===== src/rtl/hit_detector_pkg.sv =====
// ---------------------------------------------------------------------------
// hit_detector_pkg
// Shared game definitions used by the hit detector, and later by the throw
// controller and the draw logic.
//   result_t : outcome of a throw (none / hit / miss)
//   state_t  : hit detector FSM states
//   SCREEN_W / GROUND_Y : playfield limits in pixels
// ---------------------------------------------------------------------------
package hit_detector_pkg;

    localparam int POS_W          = 12;
    localparam int SCREEN_W       = 1024;
    localparam int GROUND_Y       = 700;
    localparam int PROJ_SIZE      = 16;
    localparam int TARGET_W       = 64;
    localparam int TARGET_H       = 64;
    localparam int TIMEOUT_CYCLES = 4_000_000;
    localparam int SCORE_W        = 8;

    typedef enum logic [1:0] {
        RES_NONE,
        RES_HIT,
        RES_MISS
    } result_t;

    typedef enum logic [1:0] {
        IDLE,
        TRACK,
        REPORT
    } state_t;

    // Zero-extend a 12-bit coordinate so sums with box sizes cannot wrap.
    function automatic logic [POS_W:0] widen(input logic [POS_W-1:0] v);
        return {1'b0, v};
    endfunction

endpackage


===== src/rtl/hit_detector_box_overlap.sv =====
// ---------------------------------------------------------------------------
// box_overlap
// Purely combinational rectangle intersection test. Box A has size A_W x A_H
// with its top-left corner at (a_x, a_y); box B has size B_W x B_H at
// (b_x, b_y). All arithmetic is 13 bits wide so coordinates near 4095 do not
// wrap around.
// Ports:
//   a_x, a_y  in  12  top-left corner of box A
//   b_x, b_y  in  12  top-left corner of box B
//   overlap   out 1   boxes share at least one pixel
// ---------------------------------------------------------------------------
module box_overlap
    import hit_detector_pkg::*;
#(
    parameter int A_W = 16,
    parameter int A_H = 16,
    parameter int B_W = 64,
    parameter int B_H = 64
) (
    input  logic [11:0] a_x,
    input  logic [11:0] a_y,
    input  logic [11:0] b_x,
    input  logic [11:0] b_y,
    output logic        overlap
);

    logic [12:0] ax;
    logic [12:0] ay;
    logic [12:0] bx;
    logic [12:0] by;

    assign ax = widen(a_x);
    assign ay = widen(a_y);
    assign bx = widen(b_x);
    assign by = widen(b_y);

    // Strict inequalities: boxes that only touch along an edge do not overlap.
    assign overlap = (ax < bx + 13'(B_W)) &&
                     (ax + 13'(A_W) > bx) &&
                     (ay < by + 13'(B_H)) &&
                     (ay + 13'(A_H) > by);

endmodule


===== src/rtl/hit_detector.sv =====
// ---------------------------------------------------------------------------
// hit_detector
// Receiving end of the projectile position stream. Arms on throw_start,
// follows x_pos/y_pos updates and decides HIT (projectile box overlaps the
// target box) or MISS (ground reached, screen left, or position stalled for
// TIMEOUT_CYCLES). Results are one-cycle pulses; a saturating score counts
// hits.
// Ports:
//   clk          in  1   system clock
//   rst_n        in  1   asynchronous active-low reset
//   throw_start  in  1   launch pulse, ignored while busy
//   x_pos/y_pos  in  12  projectile top-left corner
//   target_x/y   in  12  target top-left corner
//   clear_score  in  1   synchronous clear of hit_cnt (wins over increment)
//   busy         out 1   high in TRACK and REPORT
//   hit / miss   out 1   one-cycle result pulses
//   hit_cnt      out 8   saturating hit counter
// ---------------------------------------------------------------------------
module hit_detector #(
    parameter int SCREEN_W       = hit_detector_pkg::SCREEN_W,
    parameter int GROUND_Y       = hit_detector_pkg::GROUND_Y,
    parameter int PROJ_SIZE      = hit_detector_pkg::PROJ_SIZE,
    parameter int TARGET_W       = hit_detector_pkg::TARGET_W,
    parameter int TARGET_H       = hit_detector_pkg::TARGET_H,
    parameter int TIMEOUT_CYCLES = hit_detector_pkg::TIMEOUT_CYCLES
) (
    input  logic        clk,
    input  logic        rst_n,
    input  logic        throw_start,
    input  logic [11:0] x_pos,
    input  logic [11:0] y_pos,
    input  logic [11:0] target_x,
    input  logic [11:0] target_y,
    input  logic        clear_score,
    output logic        busy,
    output logic        hit,
    output logic        miss,
    output logic [7:0]  hit_cnt
);

    import hit_detector_pkg::*;

    localparam int TCW = $clog2(TIMEOUT_CYCLES);

    state_t        state;
    state_t        next_state;
    result_t       result;
    result_t       next_result;

    logic [11:0]   prev_x;
    logic [11:0]   prev_y;
    logic [11:0]   s1_x;
    logic [11:0]   s1_y;
    logic          s1_valid;
    logic          s2_ovl;
    logic          s2_gnd;
    logic          s2_off;
    logic [TCW-1:0] timeout_cnt;
    logic          change;
    logic          ovl_now;
    logic          timeout_hit;
    logic [7:0]    score;

    assign change      = (x_pos != prev_x) || (y_pos != prev_y);
    assign timeout_hit = (timeout_cnt == TCW'(TIMEOUT_CYCLES - 1));

    box_overlap #(
        .A_W (PROJ_SIZE),
        .A_H (PROJ_SIZE),
        .B_W (TARGET_W),
        .B_H (TARGET_H)
    ) u_overlap (
        .a_x     (s1_x),
        .a_y     (s1_y),
        .b_x     (target_x),
        .b_y     (target_y),
        .overlap (ovl_now)
    );

    // State and latched outcome register.
    always_ff @(posedge clk or negedge rst_n) begin
        if (!rst_n) begin
            state  <= IDLE;
            result <= RES_NONE;
        end else begin
            state  <= next_state;
            result <= next_result;
        end
    end

    // Next-state logic. A sample already in stage 2 is decided before the
    // timeout is considered, and overlap wins over ground/off-screen.
    always_comb begin
        next_state  = state;
        next_result = result;
        case (state)
            IDLE: begin
                next_result = RES_NONE;
                if (throw_start) begin
                    next_state = TRACK;
                end
            end
            TRACK: begin
                if (s2_ovl) begin
                    next_state  = REPORT;
                    next_result = RES_HIT;
                end else if (s2_gnd || s2_off) begin
                    next_state  = REPORT;
                    next_result = RES_MISS;
                end else if (timeout_hit) begin
                    next_state  = REPORT;
                    next_result = RES_MISS;
                end
            end
            REPORT: begin
                next_state = IDLE;
            end
            default: begin
                next_state  = IDLE;
                next_result = RES_NONE;
            end
        endcase
    end

    // Sample pipeline and stall timer. Outside TRACK the pipeline stays
    // flushed so stale flags can never leak into the next throw; the launch
    // position is captured into prev_x/prev_y so it is never evaluated.
    always_ff @(posedge clk or negedge rst_n) begin
        if (!rst_n) begin
            prev_x      <= '0;
            prev_y      <= '0;
            s1_x        <= '0;
            s1_y        <= '0;
            s1_valid    <= 1'b0;
            s2_ovl      <= 1'b0;
            s2_gnd      <= 1'b0;
            s2_off      <= 1'b0;
            timeout_cnt <= '0;
        end else if (state == TRACK) begin
            s1_valid <= change;
            if (change) begin
                prev_x      <= x_pos;
                prev_y      <= y_pos;
                s1_x        <= x_pos;
                s1_y        <= y_pos;
                timeout_cnt <= '0;
            end else begin
                timeout_cnt <= timeout_cnt + TCW'(1);
            end
            s2_ovl <= s1_valid && ovl_now;
            s2_gnd <= s1_valid && (widen(s1_y) >= 13'(GROUND_Y));
            s2_off <= s1_valid && (widen(s1_x) >= 13'(SCREEN_W));
        end else begin
            s1_valid    <= 1'b0;
            s2_ovl      <= 1'b0;
            s2_gnd      <= 1'b0;
            s2_off      <= 1'b0;
            timeout_cnt <= '0;
            if (state == IDLE && throw_start) begin
                prev_x <= x_pos;
                prev_y <= y_pos;
            end
        end
    end

    // Saturating score; a clear request beats a simultaneous hit.
    always_ff @(posedge clk or negedge rst_n) begin
        if (!rst_n) begin
            score <= '0;
        end else if (clear_score) begin
            score <= '0;
        end else if (state == REPORT && result == RES_HIT && score != 8'hFF) begin
            score <= score + 8'd1;
        end
    end

    assign busy    = (state != IDLE);
    assign hit     = (state == REPORT) && (result == RES_HIT);
    assign miss    = (state == REPORT) && (result == RES_MISS);
    assign hit_cnt = score;

endmodule

===== config.mk =====
export PLATFORM = sky130hd
export DESIGN_NAME = hit_detector
export DESIGN_NICKNAME = d
export VERILOG_FILES = /design/src/rtl/hit_detector_pkg.sv /design/src/rtl/hit_detector_box_overlap.sv /design/src/rtl/hit_detector.sv
export SDC_FILE = /design/constraint.sdc
export NUM_CORES = 1
export LEC_CHECK = 0
export CAP_MARGIN = 20
export CORE_AREA = 2 2 121 123
export CTS_CLUSTER_SIZE = 20
export DETAILED_ROUTE_END_ITERATION = 12
export DIE_AREA = 0 0 123 125
export GPL_ROUTABILITY_DRIVEN = 0
export PLACE_DENSITY_LB_ADDON = 0.1
export SYNTH_ARGS = -nofsm -noshare
export SYNTH_HDL_FRONTEND = slang
export SYNTH_SLANG_ARGS = --single-unit

===== constraint.sdc =====
create_clock -name clk -period 3.1 [get_ports clk]
set_input_delay 0.465 -clock clk [delete_from_list [all_inputs] [get_ports clk]]
set_output_delay 0.465 -clock clk [all_outputs]
set_load 0.05 [all_outputs]

==> flow_metrics.tcl <==
set metrics [dict create \
    status "complete, no violations" \
    clockRootBuffer "clkbuf_16" \
    detailed_place_hpwl_um 10200 \
    cts_max_level 3 \
    fin_nets 765 \
    grt.overflow.total 0 \
    synth_edf_count 0 \
    hold_ws_ns 0.176 \
    initial_core_util 0.386 \
    worstPathArrival_ns 2.96 \
    finalWorstSetupSlack_ns 0.391 \
    vias 4568 \
    die_h_um 125 \
    grt_pass1_vias 4554 \
    antenna_cells 0 \
    fin_skew_ns 0.00400 \
    ant_nets 0 \
    ys_warn_count 0 \
    top_layer "met4" \
    synth_cell_types 48 \
    max-cap-violations 0 \
    post_cts_buffers 0 \
    io_pins 63 \
    clk_latency_ns 0.35 \
    synthArstFlopShare 1.00 \
    wl_met1_um 6580 \
    final_cell_mix "dfrtp_1 (86), nand2_1 (68), clkdlybuf4s50_1 (61), inv_1 (53), o211ai_1 (49)" \
    clock.fmax_mhz 369 \
    tritoncts "built" \
    hold_class "in2async" \
    avgSynthCellArea_um2 9.03 \
    rsz0062_at_grt "false" \
    dp.cells 840 \
    hold_viol 0 \
    fin_crit_ns 2.71 \
    ys_seq_area_frac 0.393 \
    power_density_mw_per_mm2 775 \
    critPathLaunchType "flop" \
    wirelength_um 13700 \
    antenna_found_initial 0 \
    area_growth_pct 21.8 \
    fp-row-count 44 \
    drive_gt1_frac 0.0492 \
    ys_ff_latch 86 \
    stdcell_count 855 \
    grt_max_degree 56 \
    tns_ns 0 \
    crit_type "reg2reg" \
    grt_pass1_wl_um 23100 \
    numPortBuffers 62 \
    drc 0 \
    wl_met2_um 6220 \
    met3_length_um 755 \
    cp.required_ns 3.35 \
    cts_buffer_depth 2 \
    p_leak_nw 2.94 \
    mappedNetlistNets 705 \
    final_common_cell "dfrtp_1" \
    synth_cells 607 \
    post-place-ws_ns 0.165 \
    track_usage 0.190 \
    core-area_mm2 0.0142 \
    dieArea_mm2 0.0154 \
    cts_resized 0 \
    cts_hold_buf 0 \
    worst_pin_slew_ns 0.957 \
    netlist_area_mm2 0.00548 \
    crit_path_end_kind "flop" \
    cts_buffers 9 \
    path_max_fanout 5 \
    ys.flop_type "dfrtp_1" \
    firstDrtPassIters 4 \
    worst_ir_drop_vdd_uv 421 \
    setup_viol_count_final 0 \
    drt_iter0_markers 234 \
    fin_crit_sh 0.874 \
    cts.reportedPaths.clkPinSlew_ns 0.06 \
    drv_slew 0 \
    maxSlewHeadroom 0.360 \
    clock-sinks 86 \
    vias_per_cell 5.34 \
    detail_route.wl_per_cell_um 16.1 \
    die_w_um 123 \
]
[through the flow]
step,power [mW],util,instance area (um^2)
after CTS,5.23,0.470,6680
final,5.17,0.470,6680
after floorplan,3.27,-,5480
after global placement,3.89,0.446,6340
after detailed placement,3.96,0.446,6340
after global routing,5.62,0.470,6680
[metal layers]
metal	global-route usage	vias to the layer above
li1	-	2275
met1	0.274	2188
met2	0.287	92
met3	0.0479	13
met4	0.0468	0
met5	0	-
[cell usage after synthesis, types with 10 or more instances]
cell / instances / share of area
nand4_1: 18 / 0.021
nor2_1: 17 / 0.012
nand3_1: 33 / 0.030
clkbuf_1: 22 / 0.015
a21oi_1: 15 / 0.014
o21ai_0: 19 / 0.017
xnor2_1: 25 / 0.040
o211ai_1: 49 / 0.067
and3_1: 10 / 0.011
xor2_1: 45 / 0.072
inv_1: 53 / 0.036
nand2_1: 68 / 0.047
dfrtp_1: 86 / 0.39
nor3_1: 28 / 0.026
ha_1: 46 / 0.10
[flip-flops by register name, summed over array words and instances, names as in the netlist, 2 cells and up]
name,flops
hit_cnt,8
prev_x,12
prev_y,12
result,2
s1_x,12
s1_y,12
state,2
timeout_cnt,22
[where the power goes]
group,internal (mW),switching (mW)
clock,0.804,0.437
sequential,1.48,0.329
combinational,0.898,1.23
total,3.18,1.99
[worst paths after layout]
path | start | end | slack, ns | cells after the start
worst max-delay path | s1_y[6] | s2_ovl | 0.39 | 10
worst min-delay path | rst_n | s1_x[10] | 0.18 | 1
worst max register to register | s1_y[6] | s2_ovl | 0.39 | 10
max in group asynchronous | rst_n | prev_y[1] | 2.29 | 2
min in group clk | result[1] | result[1] | 0.54 | 1
worst min register to register | result[1] | result[1] | 0.54 | 1
[cell type report]
cell class	instances	area, um^2
fillers	1383	7530
flip-flops and latches	86	2150
repair buffers	74	721
multi-input cells	443	3040
inverters	53	199
clock inverters	4	95.1
well taps	184	230
clock buffers	11	243
[logic make-up (layout without fill, tap and decap cells)]
kind of cell	Yosys count	count (layout)	share of synthesized area
adder cells (fa/ha/maj)	46	46	0.105
flip-flops	86	86	0.393
multiplexers	1	1	0.00183
AO/OA/AOI/OAI	120	120	0.147
XOR/XNOR	70	70	0.112
buffers and inverters	78	142	0.0539
AND/OR/NAND/NOR	206	206	0.188
[critical path, cell delays in order, from the launching register on]
cell and delay [ns]:
dfrtp_1 0.44, inv_1 0.08, nor3_1 0.40, nand3_1 0.16, xnor2_1 0.16, ha_1 0.30
nand3_1 0.11, a311oi_1 0.38, a21boi_0 0.23, o221ai_1 0.17, nor4_1 0.18
(Power assumes the default switching activity.)
